## src/rtl/fluid_dose_sequencer_pkg.sv

```systemverilog
// Shared types for the fluid dose sequencer: state enumeration, valve bit
// indices, default timer width and the per-state output decode.
// Optional build macro: FLUSH_STAGE_EN adds the FLUSH state.
package fluid_seq_pkg;

    localparam int unsigned CNT_W_DEFAULT = 16;

    // Bit positions within valve_oh
    localparam int unsigned SOLN1 = 0;
    localparam int unsigned SOLN2 = 1;
    localparam int unsigned SOLN3 = 2;

    typedef enum logic [2:0] {
        IDLE  = 3'd0,
        DOSE1 = 3'd1,
        DOSE2 = 3'd2,
        MIX0  = 3'd3,
        DOSE3 = 3'd4,
        MIX1  = 3'd5,
        DRAIN = 3'd6
`ifdef FLUSH_STAGE_EN
        ,
        FLUSH = 3'd7
`endif
    } seq_state_t;

    typedef struct packed {
        logic [2:0] valve_oh;
        logic       pump_en;
        logic       out_valve;
        logic       waste_valve;
    } seq_out_t;

    // Valve/pump pattern driven while the sequencer sits in state s
    function automatic seq_out_t state_outputs(input seq_state_t s);
        seq_out_t o;
        o = '0;
        case (s)
            DOSE1: begin o.valve_oh[SOLN1] = 1'b1; o.pump_en = 1'b1; end
            DOSE2: begin o.valve_oh[SOLN2] = 1'b1; o.pump_en = 1'b1; end
            DOSE3: begin o.valve_oh[SOLN3] = 1'b1; o.pump_en = 1'b1; end
            DRAIN: begin o.out_valve = 1'b1;       o.pump_en = 1'b1; end
`ifdef FLUSH_STAGE_EN
            FLUSH: begin o.waste_valve = 1'b1;     o.pump_en = 1'b1; end
`endif
            default: o = '0;
        endcase
        return o;
    endfunction

endpackage

```

## src/rtl/fluid_dose_sequencer_if.sv

```systemverilog
// Control/status bundle between a host and the fluid dose sequencer.
// master = host side, slave = sequencer side.
interface fluid_dose_sequencer_if
    import fluid_seq_pkg::*;
#(
    parameter int unsigned CNT_W = CNT_W_DEFAULT
);
    logic             start;
    logic             abort;
    logic [CNT_W-1:0] dose1_cyc;
    logic [CNT_W-1:0] dose2_cyc;
    logic [CNT_W-1:0] dose3_cyc;
    logic [CNT_W-1:0] mix0_cyc;
    logic [CNT_W-1:0] mix1_cyc;
    logic [CNT_W-1:0] drain_cyc;
    logic [2:0]       valve_oh;
    logic             pump_en;
    logic             out_valve;
    logic             waste_valve;
    logic             busy;
    logic             done;
    logic             aborted;

    modport master (
        output start, abort,
        output dose1_cyc, dose2_cyc, dose3_cyc, mix0_cyc, mix1_cyc, drain_cyc,
        input  valve_oh, pump_en, out_valve, waste_valve, busy, done, aborted
    );

    modport slave (
        input  start, abort,
        input  dose1_cyc, dose2_cyc, dose3_cyc, mix0_cyc, mix1_cyc, drain_cyc,
        output valve_oh, pump_en, out_valve, waste_valve, busy, done, aborted
    );

endinterface

```

## src/rtl/fluid_dose_sequencer_dwell_timer.sv

```systemverilog
// Dwell timer: non-wrapping down-counter. load_i captures value_i;
// otherwise the count decrements until it sits at zero. expired_o is high
// while the count is zero.
module dwell_timer
    import fluid_seq_pkg::*;
#(
    parameter int unsigned CNT_W = CNT_W_DEFAULT
) (
    input  logic             clk,
    input  logic             rst_n,
    input  logic             load_i,
    input  logic [CNT_W-1:0] value_i,
    output logic             expired_o
);

    logic [CNT_W-1:0] cnt_q, cnt_d;

    // Next count: load wins, else saturating decrement toward zero
    always_comb begin
        cnt_d = cnt_q;
        if (load_i) begin
            cnt_d = value_i;
        end else if (cnt_q != '0) begin
            cnt_d = cnt_q - CNT_W'(1);
        end
    end

    // Count register
    always_ff @(posedge clk or negedge rst_n) begin
        if (!rst_n) begin
            cnt_q <= '0;
        end else begin
            cnt_q <= cnt_d;
        end
    end

    assign expired_o = (cnt_q == '0);

endmodule

```

## src/rtl/fluid_dose_sequencer.sv

```systemverilog
// Fluid dose sequencer: runs DOSE1, DOSE2, MIX0, DOSE3, MIX1, DRAIN (and
// FLUSH when built with FLUSH_STAGE_EN) with per-stage dwell times captured
// at start. All outputs are registered from the next state so they are
// valid in the first cycle of each state.
module fluid_dose_sequencer
    import fluid_seq_pkg::*;
#(
    parameter int unsigned CNT_W     = CNT_W_DEFAULT,
    parameter int unsigned FLUSH_CYC = 64
) (
    input  logic                  clk,
    input  logic                  rst_n,
    fluid_dose_sequencer_if.slave bus
);

    // Timer reload value for a stage of n cycles (0 behaves as 1)
    function automatic logic [CNT_W-1:0] dwell_load(input logic [CNT_W-1:0] n);
        return (n == '0) ? '0 : (n - CNT_W'(1));
    endfunction

`ifdef FLUSH_STAGE_EN
    localparam logic [CNT_W-1:0] FLUSH_LOAD =
        (FLUSH_CYC == 0) ? '0 : CNT_W'(FLUSH_CYC - 1);
`endif

    seq_state_t       state_q, state_d;
    logic             tmr_load, tmr_expired;
    logic [CNT_W-1:0] tmr_value;
    logic             latch_en;
    logic             done_d, aborted_d;

    // DOSE1's duration goes straight into the timer on the start edge,
    // so only the later five stages need a held copy.
    logic [CNT_W-1:0] dose2_q, dose3_q, mix0_q, mix1_q, drain_q;

    seq_out_t out_q;
    logic     busy_q, done_q, aborted_q;

    dwell_timer #(.CNT_W(CNT_W)) u_timer (
        .clk       (clk),
        .rst_n     (rst_n),
        .load_i    (tmr_load),
        .value_i   (tmr_value),
        .expired_o (tmr_expired)
    );

    // Next-state, timer reload and completion/abort pulse decode
    always_comb begin
        state_d   = state_q;
        tmr_load  = 1'b0;
        tmr_value = '0;
        latch_en  = 1'b0;
        done_d    = 1'b0;
        aborted_d = 1'b0;
        case (state_q)
            IDLE: begin
                if (bus.start) begin
                    state_d   = DOSE1;
                    latch_en  = 1'b1;
                    tmr_load  = 1'b1;
                    tmr_value = dwell_load(bus.dose1_cyc);
                end
            end
            default: begin
                if (bus.abort) begin
                    state_d   = IDLE;
                    aborted_d = 1'b1;
                end else if (tmr_expired) begin
                    case (state_q)
                        DOSE1: begin state_d = DOSE2; tmr_value = dwell_load(dose2_q); end
                        DOSE2: begin state_d = MIX0;  tmr_value = dwell_load(mix0_q);  end
                        MIX0:  begin state_d = DOSE3; tmr_value = dwell_load(dose3_q); end
                        DOSE3: begin state_d = MIX1;  tmr_value = dwell_load(mix1_q);  end
                        MIX1:  begin state_d = DRAIN; tmr_value = dwell_load(drain_q); end
`ifdef FLUSH_STAGE_EN
                        DRAIN: begin state_d = FLUSH; tmr_value = FLUSH_LOAD; end
`endif
                        default: state_d = IDLE;
                    endcase
                    tmr_load = (state_d != IDLE);
                    done_d   = (state_d == IDLE);
                end
            end
        endcase
    end

    // State register
    always_ff @(posedge clk or negedge rst_n) begin
        if (!rst_n) begin
            state_q <= IDLE;
        end else begin
            state_q <= state_d;
        end
    end

    // Capture the stage durations when a sequence is accepted
    always_ff @(posedge clk or negedge rst_n) begin
        if (!rst_n) begin
            dose2_q <= '0;
            dose3_q <= '0;
            mix0_q  <= '0;
            mix1_q  <= '0;
            drain_q <= '0;
        end else if (latch_en) begin
            dose2_q <= bus.dose2_cyc;
            dose3_q <= bus.dose3_cyc;
            mix0_q  <= bus.mix0_cyc;
            mix1_q  <= bus.mix1_cyc;
            drain_q <= bus.drain_cyc;
        end
    end

    // Registered outputs decoded from the state being entered
    always_ff @(posedge clk or negedge rst_n) begin
        if (!rst_n) begin
            out_q     <= '0;
            busy_q    <= 1'b0;
            done_q    <= 1'b0;
            aborted_q <= 1'b0;
        end else begin
            out_q     <= state_outputs(state_d);
            busy_q    <= (state_d != IDLE);
            done_q    <= done_d;
            aborted_q <= aborted_d;
        end
    end

    assign bus.valve_oh  = out_q.valve_oh;
    assign bus.pump_en   = out_q.pump_en;
    assign bus.out_valve = out_q.out_valve;
    assign bus.busy      = busy_q;
    assign bus.done      = done_q;
    assign bus.aborted   = aborted_q;

`ifdef FLUSH_STAGE_EN
    assign bus.waste_valve = out_q.waste_valve;
`else
    logic unused_flush;
    assign unused_flush  = (FLUSH_CYC != 0) ^ out_q.waste_valve;
    assign bus.waste_valve = 1'b0;
`endif

endmodule
```

## src/flat_wrapper.sv

```systemverilog
// flat-port wrapper written by rule: the top's interface ports become plain ports
module fluid_dose_sequencer_flat import fluid_seq_pkg::*;
#(
    parameter int unsigned CNT_W     = CNT_W_DEFAULT,
    parameter int unsigned FLUSH_CYC = 64
)
  (clk, rst_n, bus_start, bus_abort, bus_dose1_cyc, bus_dose2_cyc, bus_dose3_cyc, bus_mix0_cyc, bus_mix1_cyc, bus_drain_cyc, bus_valve_oh, bus_pump_en, bus_out_valve, bus_waste_valve, bus_busy, bus_done, bus_aborted);
  fluid_dose_sequencer_if #(.CNT_W(CNT_W)) bus_i ();
  input  logic clk;
  input  logic rst_n;
  input wire logic [$bits(bus_i.start)-1:0] bus_start;
  input wire logic [$bits(bus_i.abort)-1:0] bus_abort;
  input wire logic [$bits(bus_i.dose1_cyc)-1:0] bus_dose1_cyc;
  input wire logic [$bits(bus_i.dose2_cyc)-1:0] bus_dose2_cyc;
  input wire logic [$bits(bus_i.dose3_cyc)-1:0] bus_dose3_cyc;
  input wire logic [$bits(bus_i.mix0_cyc)-1:0] bus_mix0_cyc;
  input wire logic [$bits(bus_i.mix1_cyc)-1:0] bus_mix1_cyc;
  input wire logic [$bits(bus_i.drain_cyc)-1:0] bus_drain_cyc;
  output wire logic [$bits(bus_i.valve_oh)-1:0] bus_valve_oh;
  output wire logic [$bits(bus_i.pump_en)-1:0] bus_pump_en;
  output wire logic [$bits(bus_i.out_valve)-1:0] bus_out_valve;
  output wire logic [$bits(bus_i.waste_valve)-1:0] bus_waste_valve;
  output wire logic [$bits(bus_i.busy)-1:0] bus_busy;
  output wire logic [$bits(bus_i.done)-1:0] bus_done;
  output wire logic [$bits(bus_i.aborted)-1:0] bus_aborted;
  assign bus_i.start = bus_start;
  assign bus_i.abort = bus_abort;
  assign bus_i.dose1_cyc = bus_dose1_cyc;
  assign bus_i.dose2_cyc = bus_dose2_cyc;
  assign bus_i.dose3_cyc = bus_dose3_cyc;
  assign bus_i.mix0_cyc = bus_mix0_cyc;
  assign bus_i.mix1_cyc = bus_mix1_cyc;
  assign bus_i.drain_cyc = bus_drain_cyc;
  assign bus_valve_oh = bus_i.valve_oh;
  assign bus_pump_en = bus_i.pump_en;
  assign bus_out_valve = bus_i.out_valve;
  assign bus_waste_valve = bus_i.waste_valve;
  assign bus_busy = bus_i.busy;
  assign bus_done = bus_i.done;
  assign bus_aborted = bus_i.aborted;
  fluid_dose_sequencer #(.CNT_W(CNT_W), .FLUSH_CYC(FLUSH_CYC)) u_core (.clk(clk), .rst_n(rst_n), .bus(bus_i));
endmodule
```

## config.mk

```make
export PLATFORM = sky130hd
export DESIGN_NAME = fluid_dose_sequencer_flat
export DESIGN_NICKNAME = d
export VERILOG_FILES = /design/src/rtl/fluid_dose_sequencer_pkg.sv /design/src/rtl/fluid_dose_sequencer_if.sv /design/src/rtl/fluid_dose_sequencer_dwell_timer.sv /design/src/rtl/fluid_dose_sequencer.sv /design/src/flat_wrapper.sv
export SDC_FILE = /design/constraint.sdc
export NUM_CORES = 1
export LEC_CHECK = 0
export ABC_AREA = 1
export CORE_ASPECT_RATIO = 0.8
export CORE_MARGIN = 1.5
export CORE_UTILIZATION = 40
export CTS_BUF_LIST = sky130_fd_sc_hd__clkbuf_8
export DETAILED_ROUTE_END_ITERATION = 8
export MAX_ROUTING_LAYER = met4
export PLACE_DENSITY = 0.59
export SETUP_SLACK_MARGIN = 0.2
export SYNTH_ARGS = -nofsm -noshare
export SYNTH_HDL_FRONTEND = slang
export SYNTH_SLANG_ARGS = --single-unit
```

## constraint.sdc

```tcl
create_clock -name clk -period 2.4 [get_ports clk]
set_input_delay 0.48 -clock clk [delete_from_list [all_inputs] [get_ports clk]]
set_output_delay 0.48 -clock clk [all_outputs]
set_load 0.005 [all_outputs]
```

==> results of run 1 <==
cell families (layout without fill, tap and decap cells):
group / count (synthesis) / count (layout) / share of synthesized area
adder cells (fa/ha/maj): 9 / 9 / 0.0153
XOR/XNOR: 52 / 52 / 0.0617
AO/OA/AOI/OAI: 123 / 123 / 0.0868
other: 1 / 1 / 0.000508
buffers and inverters: 150 / 269 / 0.0809
AND/OR/NAND/NOR: 696 / 696 / 0.392
flip-flops: 107 / 107 / 0.363
metal layers:
metal	vias up	share of wire	wire [um]
met5	-	0	0
met4	0	0.020	452
met3	37	0.072	1610
met2	233	0.40	9020
met1	3341	0.50	11200
li1	3789	-	-
synth_stat cells (2+ instances only):
master	n
nor2_2	12
o21ai_1	17
buf_2	13
nor2_1	211
ha_1	9
xor2_1	37
inv_2	20
a21oi_1	43
nand2_2	5
nand2_4	2
nand4_1	18
nand3_1	68
buf_4	2
nand3b_1	6
clkbuf_1	8
nand2_1	356
xnor2_1	15
nor3_1	5
nand3_2	2
o22ai_1	2
nor4_1	3
o21ai_0	55
dfrtp_1	107
inv_1	104
o21bai_1	2
metrics by stage:
step	setup WS (ps)	hold slack, ps
2_1_floorplan	544	184
3_3_place_gp	175	472
3_5_place_dp	153	471
4_1_cts	244	20.7
5_1_grt	158	22.7
6_report	316	5.01
worst paths after layout:
check	start	cells after the start	endpoint	slack, ps
min	rst_n	1	u_core.dose3_q[0]	5
min in group clk	u_core.u_timer.cnt_q[1]	2	u_core.u_timer.cnt_q[1]	550
max reg2reg	u_core.dose3_q[6]	10	u_core.u_timer.cnt_q[8]	320
max	u_core.dose3_q[6]	10	u_core.u_timer.cnt_q[8]	320
min reg2reg	u_core.u_timer.cnt_q[1]	2	u_core.u_timer.cnt_q[1]	550
max in group asynchronous	rst_n	2	u_core.mix0_q[2]	1720
power groups by stage:
stage | clock [mW] | sequential (mW) | combinational, mW
6_report | 1.23 | 2.57 | 2.21
5_1_grt | 1.32 | 2.63 | 2.52
4_1_cts | 1.26 | 2.57 | 2.16
3_5_place_dp | 0 | 2.60 | 2.15
3_3_place_gp | 0 | 2.60 | 2.15
2_1_floorplan | 0 | 2.49 | 1.50
registers in the layout, summed over array words and instances (netlist names):
register	cells
u_core.dose2_q	16
u_core.dose3_q	16
u_core.drain_q	16
u_core.mix0_q	16
u_core.mix1_q	16
u_core.u_timer.cnt_q	16
u_core.bus.valve_oh	3
u_core.state_q	3
u_core.bus.aborted	1
u_core.bus.busy	1
u_core.bus.done	1
u_core.bus.out_valve	1
u_core.bus.pump_en	1
what timing repair did:
item / in CTS / in global routing
endpoints found under the setup margin: 0 / 20
resized for setup: 0 / 16
buffers inserted: 0 / 1
hold buffers: 0 / 0
cell type report:
type                            count  area share
Timing Repair Buffer              127       0.139
Multi-Input combinational cell    881       0.458
Inverter                          126      0.0525
Tap cell                          230      0.0317
Clock inverter                      6     0.00814
Sequential cell                   107       0.295
Clock buffer                       10      0.0152
==> impl.org, run 1 <==
** Clocking
- Worst-skew pair later-pin latency :: 410 ps
- The clock tree synthesis step divided the H-tree into 3 levels.
- Clock tree synthesis inserted a total of 9 buffers.
- The tree is rooted in a clkbuf_8.
- Counting along the longest clock path gives a buffer depth of 2.
- CTS saw 107 sinks.
- Clock input transition at the sequential cells of the worst setup and hold paths :: 120 ps
- TritonCTS built the clock tree.

** STA
- The final count of pins violating max slew was 0.
- Maximum clock frequency :: 480 MHz
- Setup violations remaining at the end of the flow were counted as 0.
- Post-route minimum period :: 2080 ps
- For the final database, setup skew stands at 14.4 ps.
- Period utilization :: 0.868
- Setup total negative slack on the finished layout was measured at 0 ps.
- The number of endpoints with negative hold slack in the final report is 0.
- Setup repair after global routing could not meet its margin everywhere.

** Power and ir drop
- Switching share of power :: 0.408
- The share of total power dissipated in combinational logic is 0.368.
- After layout, the design draws a total of 6.02 mW.
- Cell internal power was estimated by the tool at 3.56 mW.
- Across the VDD grid, the largest voltage drop is 0.271 mV.
- Net Switching :: 2.46 mW
- Of the total power, registers draw 0.428.
- Part of the total power dissipated in the clock network :: 0.204
- For this design the ratio of total power to cell area is 663 mW/mm^2.
- Leakage power :: 4.36 nW

** Routing
- The detailed router finished its first iteration with 607 violations.
- Final wirelength :: 22,300 um
- The pre-antenna-repair detailed-routing pass consisted of 5 iterations.
- Count of vias placed by the detailed router :: 7,400
- After detailed routing, the average wire length per cell comes to 15.0 um.
- Drc violations :: 0
- In the routed layout, each cell is associated on average with a via count of 4.98.
- Once detail routing completed, the nets flagged for antenna violations numbered 0.

** Critical path
- For the worst setup path, the data required time is 2700 ps.
- On the critical path the largest part of the delay comes from simple AND/OR/NAND/NOR gates.
- At the worst endpoint, the arrival time is 2380 ps.
- For this design, the slowest cell found on the critical path is dfrtp_1.
- The critical path is of the flop to flop type.
- Critical Path Sink Type :: flop
- For this run, the slowest stage of the critical path takes 450 ps.
- Counting both buffers and inverters, the worst setup path holds a total of 0.
- The worst setup path is launched from a flop.
- Cell Chain, Critical Path :: nor2_1 > nand2_1 > nor2_1 > nand3_1 > nand2_4 > nor2_1 > a21oi_2 > nand3_1 > nand2_1 > a21oi_1
- Cell seen most often among critical-path stages :: nor2_1
- Along the worst path, the maximum fanout reaches 10.

** Place
- Final estimated routing congestion in global placement :: 0.940
- Including well taps, the total number of placed cells is 1,470.
- Post-detailed-placement half-perimeter wirelength :: 17,500 um
- Number of buffer cells added on primary ports :: 107
- Once placement finished, the instance area stood at 0.00879 sq mm.

** Final layout
- The finished cells cover 0.00907 sq mm.
- In the final layout, flip-flops and latches occupy 0.00268 sq mm.
- Number of nets in the layout :: 1,361
- Most common library cell in the layout ignoring fill and taps :: nand2_1
- Filler Cell Count :: 1,882
- Summing all multi-input logic gate instances after layout gives 0.00416 sq mm.
- Utilization after layout :: 0.501
- Number of diodes added for antenna fixing :: 0
- Commonest non-fill, non-tap cells in the layout :: nand2_1, nor2_1, dfrtp_1, clkdlybuf4s50_1, inv_1
- The area growth from synthesis to layout is 23.0%.
- Of the cells placed in the final design, the portion with a size suffix greater than 1 is 0.0756.
- The finished layout holds 1,487 standard cells, fillers aside.

** Synth
- Cell count after synthesis :: 1,138
- For this run, the number of Yosys warnings is 0.
- Counting every net in the synthesized netlist gives 1,247.
- In this run the cell area of the synthesized design comes to 0.00738 sq mm.
- Largest cells by area after synthesis :: dfrtp_1, nand2_1, nor2_1
- A synthesized cell averages 6.48 sq um.
- The most used flip-flop cell after synthesis is dfrtp_1.
- Synth Register Bits :: 107
- EDFF count, synth :: 0
- The share of synthesized area in the top cell type comes to 0.363.
- In this run, distinct cell masters in the synthesized netlist total 41.
- For this run, the register share of the synthesized area comes to 0.363.
- Of all cell types, the one taking the most synthesized area is dfrtp_1.
- Share of flip-flops with an asynchronous set or reset :: 1.00

** Floorplanning
- Die height :: 124 um
- In this run the count of I/O pins placed on the die edge is 109.
- DIE AREA :: 0.0193 sq mm
- Core area :: 0.0181 sq mm
- After floorplanning, the core was divided into 44 placement rows.
- The initial utilization of the core area, before any placement, comes to 0.407.
- Die Wd :: 155 um

** Run status
- The run finished with clean final reports.

** Global route
- Pin count of the biggest net entering global routing :: 56
- In the global route stage, met3 resource usage came out at 0.0581.
- The total overflow left after global routing is 0.
- For this run, global-route usage on met1 was measured as 0.364.
- Initial antenna violation count :: 0
- After global routing, the most crowded layer is met1.
- Met2 track utilization from global routing :: 0.342
- Overall track demand over capacity in global routing :: 0.250
- The via count of the first global-routing pass was 7,019.
- The first global-routing pass estimated 36,500 um of wire.

** Run
- The tool flagged a number of max-cap violations equal to 0.

** Min path
- Path type of the worst min-delay path :: input pin to async pin
Power figures use the tool's default switching activity.
==> run 2, diff against run 1 <==
--- a/config.mk
+++ b/config.mk
@@ -12,7 +12,7 @@
 export CTS_BUF_LIST = sky130_fd_sc_hd__clkbuf_8
 export DETAILED_ROUTE_END_ITERATION = 8
 export MAX_ROUTING_LAYER = met4
-export PLACE_DENSITY = 0.59
+export PLACE_DENSITY = 0.73
 export SETUP_SLACK_MARGIN = 0.2
 export SYNTH_ARGS = -nofsm -noshare
 export SYNTH_HDL_FRONTEND = slang
==> run 2 against run 1 <==
  * Design area is 0.15% lower
  * Combinational power hardly changed
  * Sequential cell count stayed put
  * Global-route usage is 0.67 points lower
  * Routed wire length decreased by 1.5%
  * First-iteration DRC count is 8.9% lower
  * Total power decreased by 2.0%
  * Clock power is 9.8% lower
  * Sequential power about the same
  * Register-to-register slack worse by 30 ps
  * Count of clock-buffer cells in the layout down 1
  * Critical path depth is 1 higher
  * Critical endpoint unchanged
==> impl.org, run 2 (synthesis gave the netlist of run 1 again) <==
** Run status
- The run finished with clean final reports.

** Critical path
- Worst r2r path cells :: 11
- For the worst setup path, the data required time is 2680 ps.
- The worst setup path is captured at a flop.
- Endpoint of the most critical register-to-register path :: u_core.u_timer.cnt_q[8]
- Of all nets on the critical path, the largest fanout is 10.
- Category of the worst setup path launch point :: flop
- Signal arrival time at the worst endpoint :: 2390 ps
- Reg2reg setup slack :: 290 ps
- The worst register-to-register path begins at u_core.dose3_q[0].
- By startpoint and endpoint, the worst setup path is classified as flop to flop.

** Global route
- The via count of the first global-routing pass was 7,110.
- Across every metal layer, demand over resource in global routing totals 0.243.
- Pin count of the biggest net entering global routing :: 79
- Initial antenna violation count :: 0
- Overflow after GRT :: 0
- The first global-routing pass estimated 35,800 um of wire.

** Floorplanning
- DIE AREA :: 0.0193 sq mm
- The floorplan has 44 rows.
- Die Wd :: 155 um
- Die height :: 124 um
- Initial core utilization :: 0.407
- Core area :: 0.0181 sq mm
- During I/O placement, the number of pins put on the boundary was 109.

** Clocking
- Cell at the root of the clock tree :: clkbuf_8
- After clock tree synthesis, the clock-pin slew on the worst setup and hold paths is 110 ps.
- Buffers inserted during clock tree synthesis total 9.
- Maximum clock path buffer count :: 2
- CTS Sinks :: 107
- TritonCTS built the clock tree.
- Number of H-tree levels :: 3
- At the later pin of the worst-skew pair, clock insertion delay measures 400 ps.

** Final layout
- Share of final-layout standard cells stronger than drive strength 1 :: 0.0796
- Leaving out fill and tap cells, the most frequent cell in the layout is nand2_1.
- The finished layout holds 1,487 standard cells, fillers aside.
- Number of nets in the layout :: 1,363
- Area overhead of the layout relative to synthesis :: 22.8%
- Filler Cell Count :: 1,877
- Area used by sequential logic in the layout :: 0.00268 sq mm
- The number of antenna diodes in the final layout is 0.
- Commonest non-fill, non-tap cells in the layout :: nand2_1, nor2_1, dfrtp_1, clkdlybuf4s50_1, inv_1
- The multi-input combinational cells in the finished layout cover a total of 0.00417 sq mm.

** Routing
- Before antenna repair, the detailed router went through 5 iterations.
- Count of vias placed by the detailed router :: 7,539
- Dividing the detail-routed wire length by the instance count gives 14.8 um.
- For this block, the routed nets add up to 22,000 um of wire.
- Average vias per placed instance :: 5.07
- Drc violations :: 0
- Antenna Nets Post-Route :: 0
- For this block, the initial DRC count from the detailed router was 553.

** STA
- Post-Route Hold Slack :: 47.1 ps
- Final setup violation count :: 0
- Actual slew at the worst max-slew pin :: 519 ps
- Number of failing hold endpoints at the final stage :: 0
- Timing would allow up to 474 MHz.
- The final count of pins violating max slew is 0.
- Sum of negative setup slack :: 0 ps
- Worst setup skew after layout :: 17.4 ps
- Period utilization :: 0.879
- Headroom to the max-slew limit :: 0.654
- Unrepaired setup endpoints after global routing :: yes
- Post-route minimum period :: 2110 ps

** Power and ir drop
- The share of total power dissipated in the clock network is 0.188.
- In this run the power spent charging and discharging nets is 2.39 mW.
- Internal :: 3.51 mW
- The design draws 5.90 mW.
- Of the total power, registers draw 0.437.
- Of the total power, the share spent switching nets is 0.405.
- The share of total power dissipated in combinational logic is 0.375.
- IR analysis of the VDD net gives a maximum drop of 0.248 mV.
- Total power per unit cell area :: 651 mW/mm^2
- Leakage power :: 4.34 nW

** Place
- Number of buffer cells added on primary ports :: 107
- Final estimated routing congestion in global placement :: 0.937
- Post-detailed-placement half-perimeter wirelength :: 17,400 um
- After detailed placement, the design holds a cell count of 1,468.

** Run
- Maxcap violations :: 0

** Min path
- The path class of the tightest hold or removal check is input pin to async pin.
[run 2: timing repair]
item	in CTS	in global routing
setup buffers	0	5
pin swaps	0	3
hold buffers	0	0
resized for setup	1	21
setup endpoints to repair	1	19
[run 2: routing by layer]
layer | vias up | share of wire | wire length, um | global-route usage
li1 | 3798 | - | - | -
met1 | 3474 | 0.49 | 10700 | 0.340
met2 | 242 | 0.42 | 9340 | 0.349
met3 | 25 | 0.071 | 1560 | 0.0616
met4 | 0 | 0.018 | 405 | 0.0639
met5 | - | 0 | 0 | -
[run 2: final cells by class]
cell class | instances | share of cell area
Clock inverter | 5 | 0.00635
Inverter | 126 | 0.0526
Timing Repair Buffer | 129 | 0.140
Sequential cell | 107 | 0.296
Multi-Input combinational cell | 881 | 0.460
Tap cell | 230 | 0.0318
Clock buffer | 9 | 0.0137
[run 2: power groups by stage]
stage	Clock (mW)	Sequential (mW)	Combinational (mW)
2_1_floorplan	0	2.49	1.50
3_3_place_gp	0	2.59	2.12
3_5_place_dp	0	2.59	2.15
4_1_cts	1.14	2.56	2.17
5_1_grt	1.19	2.63	2.50
6_report	1.11	2.58	2.21
[run 2: how the worst max path moves through the flow]
stage                             from                  endpoint  slack (ps)
2_1_floorplan  u_core.u_timer.cnt_q[0]  u_core.u_timer.cnt_q[10]         540
3_3_place_gp          bus_dose1_cyc[4]   u_core.u_timer.cnt_q[9]         150
3_5_place_dp          bus_dose1_cyc[4]  u_core.u_timer.cnt_q[11]         100
4_1_cts        u_core.u_timer.cnt_q[0]   u_core.u_timer.cnt_q[1]         220
5_1_grt               u_core.mix1_q[0]  u_core.u_timer.cnt_q[11]         190
6_report             u_core.dose3_q[0]   u_core.u_timer.cnt_q[8]         290
[run 2: critical path, stage by stage, from the launching register on]
cell and delay [ps]:
dfrtp_1 400, inv_1 100, ha_1 210, nand2_1 130, nor2_2 130, nand3_1 160
nand2_4 180, nor2_1 70, a21oi_1 240, nand3_1 160, nand2_1 130, a21oi_1 70
[run 2: per-stage QoR]
step / setup slack [ps] / utilization / instance area [sq um]
finish: 289 / 0.500 / 9060
global route: 189 / 0.500 / 9060
CTS: 217 / 0.494 / 8950
detailed placement: 104 / 0.484 / 8770
global placement: 154 / 0.484 / 8770
floorplan: 544 / - / 7380
==> run 3, diff against run 2 <==
--- a/config.mk
+++ b/config.mk
@@ -8,11 +8,11 @@
 export ABC_AREA = 1
 export CORE_ASPECT_RATIO = 0.8
 export CORE_MARGIN = 1.5
-export CORE_UTILIZATION = 40
+export CORE_UTILIZATION = 57
 export CTS_BUF_LIST = sky130_fd_sc_hd__clkbuf_8
 export DETAILED_ROUTE_END_ITERATION = 8
 export MAX_ROUTING_LAYER = met4
-export PLACE_DENSITY = 0.73
+export PLACE_DENSITY = 0.94
 export SETUP_SLACK_MARGIN = 0.2
 export SYNTH_ARGS = -nofsm -noshare
 export SYNTH_HDL_FRONTEND = slang
==> run 3 against run 2 <==
  * Setup slack worse by 34 ps
  * Core utilization is 23 points higher
  * Combinational power hardly changed
  * Total power grew 2.0%
  * Cell count shrank 3.9%
  * Critical path type unchanged
  * Largest cell class unchanged
==> impl.org, run 3 (synthesis gave the netlist of run 1 again) <==
** Run status
- The run finished with clean final reports.

** Global route
- Overall track demand over capacity in global routing :: 0.330
- Entering global routing, the biggest net connects 80 pins.
- The first global-routing pass estimated 34,400 um of wire.
- Initial antenna violation count :: 0
- Overflow after GRT :: 0
- The via count of the first global-routing pass came to 7,029.

** Critical path
- In this run the critical register-to-register path is launched from u_core.dose3_q[0].
- Launching element of the worst setup path :: u_core.dose3_q[0]
- For the worst setup path, the data arrival time is 2420 ps.
- Critical Path Sink Type :: flop
- Crit path max fanout :: 9
- Category of the worst setup path launch point :: flop
- Worst Path Required :: 2680 ps
- The critical path is of the flop to flop type.

** Floorplanning
- Die Wd :: 130 um
- The die covers 0.0136 sq mm.
- In this run the vertical extent of the chip is 105 um.
- During I/O placement, the number of pins put on the boundary was 109.
- Initial core utilization :: 0.596
- Core area :: 0.0124 sq mm
- Placement Rows :: 36

** Routing
- Number of iterations in the first detailed-routing pass :: 6
- Starting DRT DRC Count :: 812
- Top layer in use :: met4
- Antenna Nets Post-Route :: 0
- For this block, wires on met1 add up to 9830 um.
- Average vias per placed instance :: 5.46
- The final layout contains routed wiring with a total length of 21,200 um.
- Count of vias placed by the detailed router :: 7,801
- Summed over all nets, wire length on met2 after detailed routing comes to 9190 um.
- Summed over all nets, wire length on met3 after detailed routing comes to 1750 um.
- After detailed routing, the average wire length per cell comes to 14.8 um.
- Drc violations :: 0

** Power and ir drop
- For this design the static power due to leakage is 4.36 nW.
- For this design the ratio of total power to cell area is 667 mW/mm^2.
- Max IR drop VDD :: 0.335 mV

** STA
- Maximum clock frequency :: 466 MHz
- Setup repair after global routing could not meet its margin everywhere.
- The number of endpoints with negative hold slack in the final report is 0.
- Final setup violation count :: 0
- Actual slew at the worst max-slew pin :: 584 ps
- Worst setup skew after layout :: 10.0 ps
- The final count of pins violating max slew came to 0.
- In this run the tightest slew margin relative to its limit is 0.611.
- Period utilization :: 0.894
- Sum of negative setup slack :: 0 ps
- The routed design could run at a clock period as short as 2140 ps.

** Final layout
- The final layout contains 1,362 nets.
- Relative to the synthesized area, the layout overhead comes to 22.4%.
- Most common library cell in the layout ignoring fill and taps :: nand2_1
- Number of diodes added for antenna fixing :: 0
- Share of final-layout standard cells stronger than drive strength 1 :: 0.0787
- Measured on the finished design, the core utilization comes to 0.729.
- Once layout is complete, the cells apart from fillers number 1,429.
- Commonest non-fill, non-tap cells in the layout :: nand2_1, nor2_1, dfrtp_1, clkdlybuf4s50_1, inv_1

** Clocking
- In this run, CTS created clock tree buffers numbering 9.
- Worst-skew pair later-pin latency :: 390 ps
- The clock net in this run drives a total of 107 sinks.
- Clock input transition at the sequential cells of the worst setup and hold paths :: 110 ps
- In this run the number of H-tree levels came out at 3.
- Clock tree from TritonCTS :: built
- Hold repair after CTS inserted 0 buffers.
- Maximum clock path buffer count :: 2
- CTS placed an instance of clkbuf_8 at the clock tree root.

** Place
- Post-detailed-placement half-perimeter wirelength :: 16,600 um
- In this run the tool buffered the top-level ports with 107 buffer cells.
- Final estimated routing congestion in global placement :: 0.978
- Count of placed standard cells including taps :: 1,407

** Run
- The tool flagged a number of max-cap violations equal to 0.

** Min path
- The worst hold path belongs to the class input pin to async pin.
[run 3: changes by cell type in the layout (fill, tap and decap cells not counted), sizes merged]
cell | before | now
buf | 23 | 22
clkinv | 3 | 5
clkinvlp | 2 | 1
inv | 125 | 126
[run 3: layout make-up]
class                           instances  area, sq um
Fill cell                            1043         3360
Timing Repair Buffer                  128         1260
Tap cell                              171          214
Multi-Input combinational cell        881         4180
Clock inverter                          7         96.3
Sequential cell                       107         2680
Inverter                              126          477
Clock buffer                            9          124
[run 3: where the power goes]
group	switching, mW	internal [mW]	leakage (nW)
clock	0.704	0.509	0.106
sequential	0.395	2.18	1.32
combinational	1.37	0.859	2.94
total	2.47	3.55	4.36
[run 3: final timing paths]
| kind | to | slack, ps | depth (start not counted) |
|---|---|---|---|
| worst max-delay path | u_core.u_timer.cnt_q[9] | 260 | 11 |
| worst min-delay path | u_core.mix0_q[9] | 20 | 1 |
| worst max register to register | u_core.u_timer.cnt_q[9] | 260 | 11 |
| worst min register to register | u_core.u_timer.cnt_q[1] | 530 | 2 |
| max in group asynchronous | u_core.dose2_q[15] | 1660 | 2 |
| min in group clk | u_core.u_timer.cnt_q[1] | 530 | 2 |
[run 3: metal layers]
| layer | GRT usage | vias up |
|---|---|---|
| li1 | - | 3788 |
| met1 | 0.478 | 3615 |
| met2 | 0.472 | 354 |
| met3 | 0.0625 | 44 |
| met4 | 0.0865 | 0 |
| met5 | - | - |
[run 3: per-stage QoR]
stage	setup WS (ps)	total power [mW]	instance area, sq um	hold slack (ps)
2_1_floorplan	544	3.99	7380	184
3_3_place_gp	193	4.65	8680	462
3_5_place_dp	147	4.70	8680	460
4_1_cts	232	5.92	8900	42.0
5_1_grt	162	6.43	9030	58.2
6_report	255	6.02	9030	24.5
[run 3: repair_timing]
item                                    in CTS  in global routing
setup buffers                                0                  6
endpoints found under the setup margin       0                 19
hold endpoints to repair                     0                  0
resized for setup                            0                 22
[run 3: worst max-delay path, stage by stage, from the launching register on]
cell and delay [ps]:
dfrtp_1 400, inv_1 100, ha_1 210, nand2_1 150, nor2_4 190, nand3_1 170
nand2_4 180, a21oi_1 80, nor2_2 150, nand3_1 150, nand2_1 160, a21oi_1 80
